--- src/rtl/laser_bounce_if.sv ---
// Pixel-write, obstacle-query and run-control bundle between the bouncing-laser engine
// and its environment (VGA adapter, obstacle map and controller).
interface laser_bounce_if #(
  parameter int X_W     = 8,
  parameter int Y_W     = 7,
  parameter int COLOR_W = 3,
  parameter int CNT_W   = 8
);
  logic               start;
  logic               halt;
  logic               obstacle;
  logic [X_W-1:0]     obs_x;
  logic [Y_W-1:0]     obs_y;
  logic [X_W-1:0]     x;
  logic [Y_W-1:0]     y;
  logic [COLOR_W-1:0] colour;
  logic               plot;
  logic               busy;
  logic [CNT_W-1:0]   bounce_count;

  modport master (
    input  start, halt, obstacle,
    output obs_x, obs_y, x, y, colour, plot, busy, bounce_count
  );

  modport slave (
    output start, halt, obstacle,
    input  obs_x, obs_y, x, y, colour, plot, busy, bounce_count
  );
endinterface

--- src/rtl/laser_bounce_engine.sv ---
// One bouncing laser pixel: position/direction state, step timer and erase/move/check/draw FSM,
// reflecting off screen edges and off obstacles reported by an external map.
module laser_bounce_engine #(
  parameter int                 X_W       = 8,
  parameter int                 Y_W       = 7,
  parameter int                 X_MAX     = 159,
  parameter int                 Y_MAX     = 119,
  parameter int                 START_X   = 0,
  parameter int                 START_Y   = 0,
  parameter int                 TICKS     = 833333,
  parameter int                 TIMER_W   = 20,
  parameter int                 COLOR_W   = 3,
  parameter logic [COLOR_W-1:0] LASER_COL = 'b100,
  parameter logic [COLOR_W-1:0] BG_COL    = '0,
  parameter int                 CNT_W     = 8
) (
  input logic            clk,
  input logic            resetn,
  laser_bounce_if.master bus
);

  localparam logic [2:0] S_IDLE  = 3'd0;
  localparam logic [2:0] S_WAIT  = 3'd1;
  localparam logic [2:0] S_ERASE = 3'd2;
  localparam logic [2:0] S_MOVE  = 3'd3;
  localparam logic [2:0] S_CHECK = 3'd4;
  localparam logic [2:0] S_DRAW  = 3'd5;
  localparam logic [2:0] S_HALT  = 3'd6;

  localparam logic [X_W-1:0]     XMAX_V   = X_W'(X_MAX);
  localparam logic [Y_W-1:0]     YMAX_V   = Y_W'(Y_MAX);
  localparam logic [X_W-1:0]     XSTART_V = X_W'(START_X);
  localparam logic [Y_W-1:0]     YSTART_V = Y_W'(START_Y);
  localparam logic [TIMER_W-1:0] TLAST_V  = TIMER_W'(TICKS - 1);

  logic [2:0]         state_q, state_d;
  logic [X_W-1:0]     xpos_q, xpos_d;
  logic [Y_W-1:0]     ypos_q, ypos_d;
  // Direction bits: 0 means +1, 1 means -1, so the reset value is +1/+1.
  logic               xneg_q, xneg_d;
  logic               yneg_q, yneg_d;
  logic [TIMER_W-1:0] timer_q, timer_d;
  logic [X_W-1:0]     obs_x_q, obs_x_d;
  logic [Y_W-1:0]     obs_y_q, obs_y_d;
  logic [X_W-1:0]     x_q, x_d;
  logic [Y_W-1:0]     y_q, y_d;
  logic [COLOR_W-1:0] colour_q, colour_d;
  logic               plot_q, plot_d;
  logic [CNT_W-1:0]   bounce_q, bounce_d;

  logic               flip_x, flip_y;
  logic               xneg_new, yneg_new;
  logic [X_W-1:0]     cand_x;
  logic [Y_W-1:0]     cand_y;
  logic               bump;

  // Edge pre-check and candidate. The "stay put" arm only matters for a zero-size axis,
  // where the flipped direction would still point off-screen.
  always_comb begin
    flip_x   = (!xneg_q && (xpos_q == XMAX_V)) || (xneg_q && (xpos_q == '0));
    flip_y   = (!yneg_q && (ypos_q == YMAX_V)) || (yneg_q && (ypos_q == '0));
    xneg_new = xneg_q ^ flip_x;
    yneg_new = yneg_q ^ flip_y;

    cand_x = xpos_q;
    if (!xneg_new && (xpos_q != XMAX_V)) cand_x = xpos_q + X_W'(1);
    else if (xneg_new && (xpos_q != '0)) cand_x = xpos_q - X_W'(1);

    cand_y = ypos_q;
    if (!yneg_new && (ypos_q != YMAX_V)) cand_y = ypos_q + Y_W'(1);
    else if (yneg_new && (ypos_q != '0)) cand_y = ypos_q - Y_W'(1);
  end

  always_comb begin
    state_d  = state_q;
    xpos_d   = xpos_q;
    ypos_d   = ypos_q;
    xneg_d   = xneg_q;
    yneg_d   = yneg_q;
    timer_d  = timer_q;
    obs_x_d  = obs_x_q;
    obs_y_d  = obs_y_q;
    x_d      = x_q;
    y_d      = y_q;
    colour_d = colour_q;
    plot_d   = 1'b0;
    bump     = 1'b0;

    case (state_q)
      S_IDLE: begin
        if (bus.start) begin
          state_d  = S_DRAW;
          xpos_d   = XSTART_V;
          ypos_d   = YSTART_V;
          xneg_d   = 1'b0;
          yneg_d   = 1'b0;
          timer_d  = '0;
          plot_d   = 1'b1;
          x_d      = XSTART_V;
          y_d      = YSTART_V;
          colour_d = LASER_COL;
        end
      end

      S_WAIT: begin
        if (timer_q == TLAST_V) begin
          state_d  = bus.halt ? S_HALT : S_ERASE;
          plot_d   = 1'b1;
          x_d      = xpos_q;
          y_d      = ypos_q;
          colour_d = BG_COL;
        end else begin
          timer_d = timer_q + TIMER_W'(1);
        end
      end

      S_ERASE: state_d = S_MOVE;

      S_MOVE: begin
        state_d = S_CHECK;
        xneg_d  = xneg_new;
        yneg_d  = yneg_new;
        obs_x_d = cand_x;
        obs_y_d = cand_y;
        bump    = flip_x | flip_y;
      end

      S_CHECK: begin
        state_d = S_DRAW;
        if (bus.obstacle) begin
          xneg_d = ~xneg_q;
          yneg_d = ~yneg_q;
          bump   = 1'b1;
        end else begin
          xpos_d = obs_x_q;
          ypos_d = obs_y_q;
        end
        // Pixel registers take the post-check position so DRAW shows where we ended up.
        plot_d   = 1'b1;
        x_d      = xpos_d;
        y_d      = ypos_d;
        colour_d = LASER_COL;
      end

      S_DRAW: begin
        state_d = S_WAIT;
        timer_d = '0;
      end

      S_HALT: state_d = S_IDLE;

      default: state_d = S_IDLE;
    endcase
  end

  always_comb begin
    bounce_d = bounce_q;
    if ((state_q == S_IDLE) && bus.start) bounce_d = '0;
    else if (bump && !(&bounce_q))        bounce_d = bounce_q + CNT_W'(1);
  end

  always_ff @(posedge clk or negedge resetn) begin
    if (!resetn) begin
      state_q  <= S_IDLE;
      xpos_q   <= XSTART_V;
      ypos_q   <= YSTART_V;
      xneg_q   <= 1'b0;
      yneg_q   <= 1'b0;
      timer_q  <= '0;
      obs_x_q  <= '0;
      obs_y_q  <= '0;
      x_q      <= '0;
      y_q      <= '0;
      colour_q <= '0;
      plot_q   <= 1'b0;
      bounce_q <= '0;
    end else begin
      state_q  <= state_d;
      xpos_q   <= xpos_d;
      ypos_q   <= ypos_d;
      xneg_q   <= xneg_d;
      yneg_q   <= yneg_d;
      timer_q  <= timer_d;
      obs_x_q  <= obs_x_d;
      obs_y_q  <= obs_y_d;
      x_q      <= x_d;
      y_q      <= y_d;
      colour_q <= colour_d;
      plot_q   <= plot_d;
      bounce_q <= bounce_d;
    end
  end

  assign bus.obs_x        = obs_x_q;
  assign bus.obs_y        = obs_y_q;
  assign bus.x            = x_q;
  assign bus.y            = y_q;
  assign bus.colour       = colour_q;
  assign bus.plot         = plot_q;
  assign bus.busy         = (state_q != S_IDLE);
  assign bus.bounce_count = bounce_q;

endmodule

--- src/flat_wrapper.sv ---
// flat-port wrapper written by rule: the top's interface ports become plain ports
module laser_bounce_engine_flat 
#(
  parameter int                 X_W       = 8,
  parameter int                 Y_W       = 7,
  parameter int                 X_MAX     = 159,
  parameter int                 Y_MAX     = 119,
  parameter int                 START_X   = 0,
  parameter int                 START_Y   = 0,
  parameter int                 TICKS     = 833333,
  parameter int                 TIMER_W   = 20,
  parameter int                 COLOR_W   = 3,
  parameter logic [COLOR_W-1:0] LASER_COL = 'b100,
  parameter logic [COLOR_W-1:0] BG_COL    = '0,
  parameter int                 CNT_W     = 8
)
  (clk, resetn, bus_start, bus_halt, bus_obstacle, bus_obs_x, bus_obs_y, bus_x, bus_y, bus_colour, bus_plot, bus_busy, bus_bounce_count);
  laser_bounce_if #(.X_W(X_W), .Y_W(Y_W), .COLOR_W(COLOR_W), .CNT_W(CNT_W)) bus_i ();
  input logic clk;
  input logic resetn;
  input wire logic [$bits(bus_i.start)-1:0] bus_start;
  input wire logic [$bits(bus_i.halt)-1:0] bus_halt;
  input wire logic [$bits(bus_i.obstacle)-1:0] bus_obstacle;
  output wire logic [$bits(bus_i.obs_x)-1:0] bus_obs_x;
  output wire logic [$bits(bus_i.obs_y)-1:0] bus_obs_y;
  output wire logic [$bits(bus_i.x)-1:0] bus_x;
  output wire logic [$bits(bus_i.y)-1:0] bus_y;
  output wire logic [$bits(bus_i.colour)-1:0] bus_colour;
  output wire logic [$bits(bus_i.plot)-1:0] bus_plot;
  output wire logic [$bits(bus_i.busy)-1:0] bus_busy;
  output wire logic [$bits(bus_i.bounce_count)-1:0] bus_bounce_count;
  assign bus_i.start = bus_start;
  assign bus_i.halt = bus_halt;
  assign bus_i.obstacle = bus_obstacle;
  assign bus_obs_x = bus_i.obs_x;
  assign bus_obs_y = bus_i.obs_y;
  assign bus_x = bus_i.x;
  assign bus_y = bus_i.y;
  assign bus_colour = bus_i.colour;
  assign bus_plot = bus_i.plot;
  assign bus_busy = bus_i.busy;
  assign bus_bounce_count = bus_i.bounce_count;
  laser_bounce_engine #(.X_W(X_W), .Y_W(Y_W), .X_MAX(X_MAX), .Y_MAX(Y_MAX), .START_X(START_X), .START_Y(START_Y), .TICKS(TICKS), .TIMER_W(TIMER_W), .COLOR_W(COLOR_W), .LASER_COL(LASER_COL), .BG_COL(BG_COL), .CNT_W(CNT_W)) u_core (.clk(clk), .resetn(resetn), .bus(bus_i));
endmodule
--- config.mk ---
export PLATFORM = sky130hd
export DESIGN_NAME = laser_bounce_engine_flat
export DESIGN_NICKNAME = d
export VERILOG_FILES = /design/src/rtl/laser_bounce_if.sv /design/src/rtl/laser_bounce_engine.sv /design/src/flat_wrapper.sv
export SDC_FILE = /design/constraint.sdc
export NUM_CORES = 1
export LEC_CHECK = 0
export BUFFER_PORTS_ARGS = -buffer_cell sky130_fd_sc_hd__buf_2
export CAP_MARGIN = 20
export CORE_AREA = 2 2 97 99
export CTS_CLUSTER_DIAMETER = 120
export DETAILED_ROUTE_END_ITERATION = 10
export DIE_AREA = 0 0 99 101
export PLACE_DENSITY_LB_ADDON = 0.05
export SYNTH_ARGS = -nofsm -noshare
export SYNTH_HDL_FRONTEND = slang
export SYNTH_SLANG_ARGS = --single-unit
--- constraint.sdc ---
create_clock -name clk -period 5.5 [get_ports clk]
set_clock_uncertainty 0.15 [all_clocks]
set_input_delay 1.1 -clock clk [delete_from_list [all_inputs] [get_ports clk]]
set_output_delay 1.1 -clock clk [all_outputs]
set_load 0.03 [all_outputs]
Yosys cells after proc, flatten, opt, wreduce, memory -nomap -nowiden
Index checks and enable logic that the tools add are counted.
Widths: inputs -> output; s select.
{"block": "classes", "add_sub_neg": 6, "n_eq_ne": 14, "muxes": 36, "n_bitwise": 5, "n_reduce_logical": 34}
{"operator": "$pmux 20 s3", "n": 1}
{"operator": "$mux 8", "n": 7}
{"operator": "$mux 20", "n": 2}
{"operator": "$mux 7", "n": 5}
{"operator": "$pmux 8 s3", "n": 1}
{"operator": "$pmux 7 s3", "n": 1}
{"operator": "$add 20x1->20 const B", "n": 1}
{"operator": "$eq 20x20->1 const B", "n": 1}
{"operator": "$pmux 3 s6", "n": 1}
{"operator": "$add 8x1->8 const B", "n": 2}
{"operator": "$pmux 8 s2", "n": 1}
{"operator": "$mux 3", "n": 5}
{"operator": "$pmux 7 s2", "n": 1}
{"operator": "$reduce_bool 3->1", "n": 4}
{"operator": "$logic_and 1x1->1", "n": 10}
{"operator": "$pmux 1 s3", "n": 3}
{"operator": "$pmux 3 s3", "n": 1}
{"operator": "$reduce_and 3->1", "n": 3}
{"operator": "$eq 8x8->1 const B", "n": 1}
{"operator": "$logic_not 8->1", "n": 1}
{"operator": "$ne 8x8->1 const B", "n": 1}
{"operator": "$reduce_and 8->1", "n": 1}
{"operator": "$reduce_bool 8->1", "n": 1}
{"operator": "$sub 8x1->8 const B", "n": 1}
{"operator": "21 further kinds", "n": 39}
{"block": "totals", "reg_bits": 82, "inputBits": 5, "out_inout_bits": 43}

Depth between registers and ports, before layout
Gate-level depths: netlist of the first run.
{"block": "depth", "word_depth": 8, "ltp_mapped": 9, "mapped_depth_nobuf": 8}

Worst setup path before layout of the first run
No wires, ideal clock.
{"block": "synth_timing", "path_type": "input port to flip-flop", "startpoint": "input bus_start", "endpoint": "register u_core.timer_q[19]", "setup_ps": 137, "t_arrival_ps": 2188, "setup_slack_ps": 3025, "path_stages": 6, "path_buffers": 0, "path_cell_list": "nor2b_4 -> nor2_1 -> nor4_2 -> nand4_1 -> xor2_1 -> nor2_1"}
{"block": "synth_between", "elab_chain_len": 2}
{"item": "start, declared", "line_no": "flat_wrapper.sv:21", "source": "input wire logic [$bits(bus_i.start)-1:0] bus_start;"}
{"item": "$ne 2x2->1 (no source line)"}
{"item": "$reduce_and 3->1 (no source line)"}
{"item": "end signal, assigned", "line_no": "laser_bounce_engine.sv:183", "source": "timer_q <= timer_d;"}
{"item": "end, declared", "line_no": "laser_bounce_engine.sv:42", "source": "logic [TIMER_W-1:0] timer_q, timer_d;"}
Every way passes these cells.
A chain may end at the register's enable or synchronous reset.

Worst setup path in the final report of the first run
{"block": "layout_timing", "startpoint": "register u_core.state_q[1]", "endpoint": "output bus_busy"}
{"block": "layout_between", "elab_chain_len": 1}
{"item": "start, declared", "line_no": "laser_bounce_engine.sv:36", "source": "logic [2:0] state_q, state_d;"}
{"item": "start signal, assigned", "line_no": "laser_bounce_engine.sv:178", "source": "state_q <= state_d;"}
{"item": "$reduce_bool 3->1", "line_no": "laser_bounce_engine.sv:200", "source": "assign bus.busy = (state_q != S_IDLE);"}
{"item": "end, declared", "line_no": "flat_wrapper.sv:30", "source": "output wire logic [$bits(bus_i.busy)-1:0] bus_busy;"}
Every way passes these cells.

==> impl_metrics.py, run 1 <==
metrics = {
    "logic_synthesis": {
        "yosysTopAreaCellShare": 0.460,
        "syn_avg_cell_area_sq_um": 9.55,
        "yosysSeqAreaShare": 0.460,
        "synth_cell_types": 68,
        "synth-edff-count": 0,
        "ys_ff_latch": 80,
        "syn-cell-area_sq_um": 4350,
        "synthFlopType": "dfrtp_1",
        "async_flop_share": 1.00,
        "synth_largest_area_cell": "dfrtp_1",
        "yosys_warnings": 0,
        "yosys-top-cells-area": "dfrtp_1 (46%), nor2_1 (5.3%), xor2_1 (4.2%)",
        "syn_inst": 456,
    },
    "critical_path": {
        "cp.required_ns": 4.25,
        "arrival_ns": 1.66,
        "r2r_slack_ns": 2.95,
        "path_class": "flip-flop to output port",
        "r2r_end": "u_core.bus.bounce_count[5]",
        "ff2ff_path_depth": 7,
        "cp-end-kind": "output port",
        "crit_path_start_kind": "flip-flop",
        "r2r-start": "u_core.xpos_q[0]",
        "path_max_fanout": 19,
    },
    "die": {
        "placementRows": 35,
        "die_x_um": 99,
        "design.portCount": 48,
        "start_util": 0.485,
        "core_sq_um": 8980,
        "die-area_sq_um": 10000,
        "die-height_um": 101,
    },
    "sta": {
        "setup_viol": 0,
        "slew_headroom": 0.464,
        "worstMarginPinSlew_ns": 0.798,
        "period_share": 0.528,
        "hold_violations": 0,
        "slew_violations": 0,
        "rsz0062_at_grt": "false",
        "fin_crit_ns": 2.91,
        "setup_tns_ns": 0,
        "fmax_ghz": 0.344,
    },
    "layout": {
        "final_area_sq_um": 4840,
        "fin_nets": 504,
        "final_layout_size_suffix_gt1_frac": 0.175,
        "final_cell_mix": "dfrtp_1 (80), nor2_1 (60), buf_2 (44)",
        "diodes": 0,
        "post-route-util": 0.539,
        "final_common_cell": "dfrtp_1",
        "area_delta_synth_final_pct": 11.2,
        "layout.cells.non_filler": 607,
    },
    "routing": {
        "drt-total-wl_mm": 9.43,
        "ant_nets": 0,
        "vias_per_cell": 5.64,
        "drtIter0Drc": 103,
        "firstDrtPassIters": 4,
        "via_count": 3425,
        "wl_per_cell_um": 15.5,
        "drc_errors": 0,
    },
    "hold_path": {
        "hold_depth": 2,
        "hold_end": "u_core.bus.x[5]",
        "hp-class": "flip-flop to flip-flop",
        "holdCritStartpoint": "u_core.bus.x[5]",
    },
    "clock_network": {
        "cts_num_sinks": 80,
        "cts_max_path_buffers": 2,
        "cts_root_buf": "clkbuf_8",
        "cts_setup_buffers": 0,
        "cts_tree": "built",
        "cts_hold_buf": 0,
        "clkTransAtPathRegs_ns": 0.08,
        "worstSkewPairLatency_ns": 0.36,
        "cts_buffers": 9,
        "htree_num_levels": 3,
        "ctsResizeCount": 0,
    },
    "place": {
        "placed_area_sq_um": 4560,
        "portBuffers": 45,
        "place_inst": 590,
        "dpl.hpwl_mm": 6.13,
        "place_congestion": 0.819,
    },
    "power_and_ir_drop": {
        "total_power_mw": 1.22,
        "power_density_nw_per_um2": 252,
        "ir_drop_uv": 140,
        "p_leak_nw": 2.30,
    },
    "global_route": {
        "grt_max_degree": 81,
        "antenna_found_initial": 0,
        "grtUsageTotal": 0.200,
        "grt_overflow": 0,
        "grt_pass1_wl_mm": 16.1,
        "grt_pass1_vias": 3254,
    },
    "run_status": {
        "status": "completed",
    },
    "job": {
        "maxCapViolations": 0,
    },
}
-- kinds of logic after synthesis --
family / Yosys count / synth area share
and+or+nand+nor: 179 / 0.210
AOI/OAI and AO/OA: 114 / 0.179
DFF: 80 / 0.460
buffers and inverters: 40 / 0.0569
xor gates and xnor gates: 27 / 0.0543
adders and majority gates: 8 / 0.0230
muxes: 7 / 0.0161
other: 1 / 0.000861
-- stage by stage --
stage | setup slack, ns | hold WS (ns)
after global routing | 2.45 | 0.406
after global placement | 2.62 | 0.353
after detailed placement | 2.61 | 0.363
final | 2.59 | 0.373
after CTS | 2.59 | 0.382
after floorplan | 3.02 | 0.348
-- synthesized netlist by cell type (2+ instances only) --
cell type and n:
a22oi_1 17, nand4_1 7, o22ai_1 2, a21oi_1 31, a22o_1 14, nor4_1 5
or4_1 2, nand4b_1 2, o31ai_1 4, and2_1 3, o21ai_0 21, nand2_1 43
and3_1 8, mux2i_1 7, buf_6 3, clkbuf_1 11, ha_1 8, xnor2_1 6
xor2_1 21, dfrtp_1 80, buf_2 4, a31o_2 2, nor3_1 5, nand2b_1 3
a31oi_1 5, buf_4 5, nor2b_1 3, nand3_1 15, nor2_1 61, a41oi_1 2
inv_1 10, o21bai_1 2, nor3b_1 3, clkbuf_8 5, or3_1 3
-- state kept, by name, indices dropped and copies added (netlist names) --
signal                   flops
u_core.timer_q              20
u_core.bus.bounce_count      8
u_core.bus.obs_x             8
u_core.bus.x                 8
u_core.xpos_q                8
u_core.bus.obs_y             7
u_core.bus.y                 7
u_core.ypos_q                7
u_core.state_q               3
u_core.bus.colour            1
u_core.bus.plot              1
u_core.xneg_q                1
u_core.yneg_q                1
-- worst max-delay path by stage --
| stage | from | to | slack, ns | cells past startpoint |
|---|---|---|---|---|
| floorplan | bus_start | u_core.timer_q[19] | 3.02 | 6 |
| global placement | bus_start | u_core.timer_q[19] | 2.62 | 7 |
| detailed placement | bus_start | u_core.timer_q[19] | 2.61 | 7 |
| CTS | u_core.state_q[1] | bus_busy | 2.59 | 3 |
| global route | u_core.state_q[1] | bus_busy | 2.45 | 3 |
| finish | u_core.state_q[1] | bus_busy | 2.59 | 3 |
-- report_power, final --
| part | total (mW) | leakage [nW] | internal (mW) | switching, mW |
|---|---|---|---|---|
| Sequential | 0.623 | 1.08 | 0.604 | 0.0183 |
| Clock | 0.546 | 0.122 | 0.308 | 0.238 |
| Combinational | 0.0512 | 1.10 | 0.0205 | 0.0307 |
| Total | 1.22 | 2.30 | 0.933 | 0.287 |
-- layout make-up --
class | instances | area (sq um)
clock inverters | 7 | 126
inverters | 11 | 41.3
multi-input cells | 337 | 2110
clock buffers | 9 | 124
well taps | 111 | 139
repair buffers | 52 | 300
flip-flops and latches | 80 | 2000
fillers | 832 | 4140
-- metal layers --
layer	GRT usage	share of wire
met2	0.315	0.47
met1	0.278	0.49
met3	0.0374	0.034
met4	0.0727	0.014
met5	0	0
-- critical path, cell delays in order (launching register included) --
cell	delay, ns
dfrtp_1	0.76
nor2_1	0.21
nand2_1	0.13
buf_2	0.20
Power figures use the tool's default switching activity.
==> run 2, diff against run 1 <==
Settings changed: ABC_AREA set to 1, CORE_AREA 2 2 97 99 to 2 2 100 102, DIE_AREA 0 0 99 101 to 0 0 102 104.
Clock period 5.5 ns to 2.65 ns, I/O delays scaled along.
==> run 2 against run 1 <==
Net effect: the flow now finishes with violations (negative hold slack); final cell count is 31% higher; area after synthesis is 7.0% higher; via count rose by 20%; wire length up 19%; global-route usage grew 2.5 points; combinational power decreased by 30%; count of clock-buffer cells in the layout increased by 2; sequential share of layout area decreased by 2.6 points; total power rose by 69%; die area grew 6.1%; critical path type is now flip-flop to flip-flop; largest cell class unchanged; highest routed layer unchanged.
==> impl_metrics.py, run 2 <==
metrics = {
    "layout": {
        "seqCellArea_sq_um": 2000,
        "multi_input_area_sq_um": 2310,
        "final_common_cell": "nand2_1",
        "largest_reg_flops": 20,
        "diodes": 0,
        "top_register": "u_core.timer_q",
        "fin_nets": 669,
        "final_cell_mix": "nand2_1 (157), dfrtp_1 (80), nor2_1 (64), o21ai_0 (64), inv_1 (57)",
        "fillCellCount": 964,
        "post-route-util": 0.541,
        "area_delta_synth_final_pct": 11.0,
        "final_layout_size_suffix_gt1_frac": 0.126,
    },
    "global_route": {
        "grt_pass1_vias": 3919,
        "grt_overflow": 0,
        "grt_max_degree": 45,
        "antenna_found_initial": 0,
        "grt_pass1_wl_mm": 19.2,
        "grtUsageTotal": 0.226,
    },
    "logic_synthesis": {
        "yosysMostFrequentCell": "nand2_1",
        "syn_inst": 613,
        "ys_ff_latch": 80,
        "synthTopCellsByCount": "nand2_1 (157), dfrtp_1 (80), nor2_1 (64), o21ai_0 (64), inv_1 (57)",
        "async_flop_share": 1.00,
        "yosys_warnings": 0,
        "synthFlopType": "dfrtp_1",
        "syn_avg_cell_area_sq_um": 7.60,
        "yosys-top-cells-area": "dfrtp_1 (43%), nand2_1 (13%), o21ai_0 (6.9%)",
        "yosysTopAreaCellShare": 0.430,
        "synth-edff-count": 0,
        "syn-cell-area_sq_um": 4660,
        "yosysSeqAreaShare": 0.430,
        "synth_cell_types": 34,
        "synth_largest_area_cell": "dfrtp_1",
    },
    "clock_network": {
        "cts_num_sinks": 80,
        "cts_root_buf": "clkbuf_8",
        "clkTransAtPathRegs_ns": 0.08,
        "cts_setup_buffers": 0,
        "cts_buffers": 9,
        "worstSkewPairLatency_ns": 0.35,
        "cts_tree": "built",
        "htree_num_levels": 3,
        "cts_max_path_buffers": 2,
        "cts_hold_buf": 0,
        "ctsResizeCount": 0,
    },
    "sta": {
        "period_share": 0.804,
        "rsz0062_at_grt": "false",
        "fmax_ghz": 0.469,
        "hold_violations": 5,
        "hold_slack_ns": -0.00635,
        "setup_viol": 0,
        "worstMarginPinSlew_ns": 0.767,
        "slew_violations": 0,
        "setup_tns_ns": 0,
        "fin_crit_ns": 2.13,
        "slew_headroom": 0.489,
    },
    "routing": {
        "drtIter0Drc": 164,
        "wl_per_cell_um": 14.1,
        "via_count": 4110,
        "ant_nets": 0,
        "drc_errors": 0,
        "drt-total-wl_mm": 11.2,
        "firstDrtPassIters": 5,
        "vias_per_cell": 5.18,
    },
    "critical_path": {
        "ff2ff_path_depth": 8,
        "crit_path_start_kind": "flip-flop",
        "path_class": "flip-flop to flip-flop",
        "r2r_end": "u_core.bus.x[4]",
        "arrival_ns": 2.27,
        "path_max_fanout": 22,
        "cp.required_ns": 2.79,
        "r2r_slack_ns": 0.52,
        "r2r-start": "u_core.state_q[0]",
        "cp-end-kind": "flip-flop",
    },
    "run_status": {
        "status": "finished, violations left",
        "violations": "negative hold slack",
    },
    "power_and_ir_drop": {
        "p_int_mw": 1.59,
        "swShare": 0.231,
        "power_density_nw_per_um2": 400,
        "p_comb_frac": 0.017,
        "p_leak_nw": 2.72,
        "seq_power_share": 0.590,
        "p_clk_frac": 0.392,
        "power.switching_mw": 0.477,
        "ir_drop_uv": 192,
    },
    "hold_path": {
        "hp-class": "primary input to asynchronous set/reset pin",
    },
    "die": {
        "die-area_sq_um": 10600,
        "start_util": 0.488,
        "design.portCount": 48,
        "die-height_um": 104,
        "core_sq_um": 9550,
        "die_x_um": 102,
        "placementRows": 36,
    },
    "place": {
        "place_congestion": 0.880,
        "dpl.hpwl_mm": 8.12,
        "portBuffers": 45,
    },
    "job": {
        "maxCapViolations": 0,
    },
}
==> run 2: cell count changes after synthesis, moves of 9 or more <==
cell / delta
nand2_1: +114
inv_1: +47
nand4_1: +9
o21ai_0: +43
a21oi_1: -25
nand3_1: +27
a22o_1: -14
==> run 2: cell type report <==
cell class                      instances  share of cell area
Multi-Input combinational cell        453               0.447
Sequential cell                        80               0.387
Timing Repair Buffer                   52              0.0566
Inverter                               60              0.0436
Tap cell                              133              0.0322
Clock buffer                           11              0.0274
Clock inverter                          5             0.00629
==> run 2: critical path, cell delays in order, from the launching register on <==
cell     delay [ns]
dfrtp_1        0.42
inv_1          0.10
nor2_1         0.16
inv_1          0.09
nor2_4         0.16
inv_1          0.36
o21ai_0        0.44
nand2_1        0.11
nand2_1        0.07
==> run 2: stage by stage <==
stage | area [sq um] | std cells | total power [mW] | worst slack [ns]
3_3_place_gp | 4990 | 778 | 1.28 | 0.516
2_1_floorplan | 4660 | 614 | 1.25 | 0.850
5_1_grt | 5170 | 794 | 2.16 | 0.172
6_report | 5170 | 794 | 2.07 | 0.519
3_5_place_dp | 4990 | 778 | 1.28 | 0.507
4_1_cts | 5170 | 794 | 2.10 | 0.493
==> run 2: logic make-up (layout without fill, tap and decap cells) <==
| kind of cell | count (synthesis) | count (layout) | share of synthesized area |
|---|---|---|---|
| AOI/OAI and AO/OA | 108 | 108 | 0.131 |
| DFF | 80 | 80 | 0.430 |
| other | 1 | 2 | 0.000805 |
| xor gates and xnor gates | 34 | 34 | 0.0639 |
| and+or+nand+nor | 301 | 301 | 0.277 |
| adders and majority gates | 8 | 8 | 0.0215 |
| buffers and inverters | 81 | 128 | 0.0752 |
==> run 2: how the worst max path moves through the flow <==
stage / from / to / slack [ns] / cells past startpoint
final: u_core.state_q[0] / u_core.bus.x[4] / 0.52 / 8
after global placement: u_core.state_q[0] / u_core.bus.x[4] / 0.52 / 8
after detailed placement: u_core.state_q[0] / u_core.bus.x[4] / 0.51 / 8
after global routing: u_core.state_q[0] / u_core.bus.x[3] / 0.17 / 8
after floorplan: u_core.bus.bounce_count[0] / u_core.bus.bounce_count[2] / 0.85 / 7
after CTS: u_core.state_q[0] / u_core.bus.x[4] / 0.49 / 8
==> run 2: layer usage <==
layer	GRT usage	vias to the layer above	routed length, um
li1	-	2090	-
met1	0.331	1915	5300
met2	0.344	94	5320
met3	0.0410	11	474
met4	0.0581	0	92
met5	0	-	0
==> run 2: power groups by stage <==
stage / Sequential [mW] / Combinational (mW) / Clock (mW)
floorplan: 1.24 / 0.00742 / 0
CTS: 1.22 / 0.0390 / 0.845
global route: 1.22 / 0.0429 / 0.900
global placement: 1.24 / 0.0389 / 0
detailed placement: 1.24 / 0.0392 / 0
finish: 1.22 / 0.0360 / 0.811
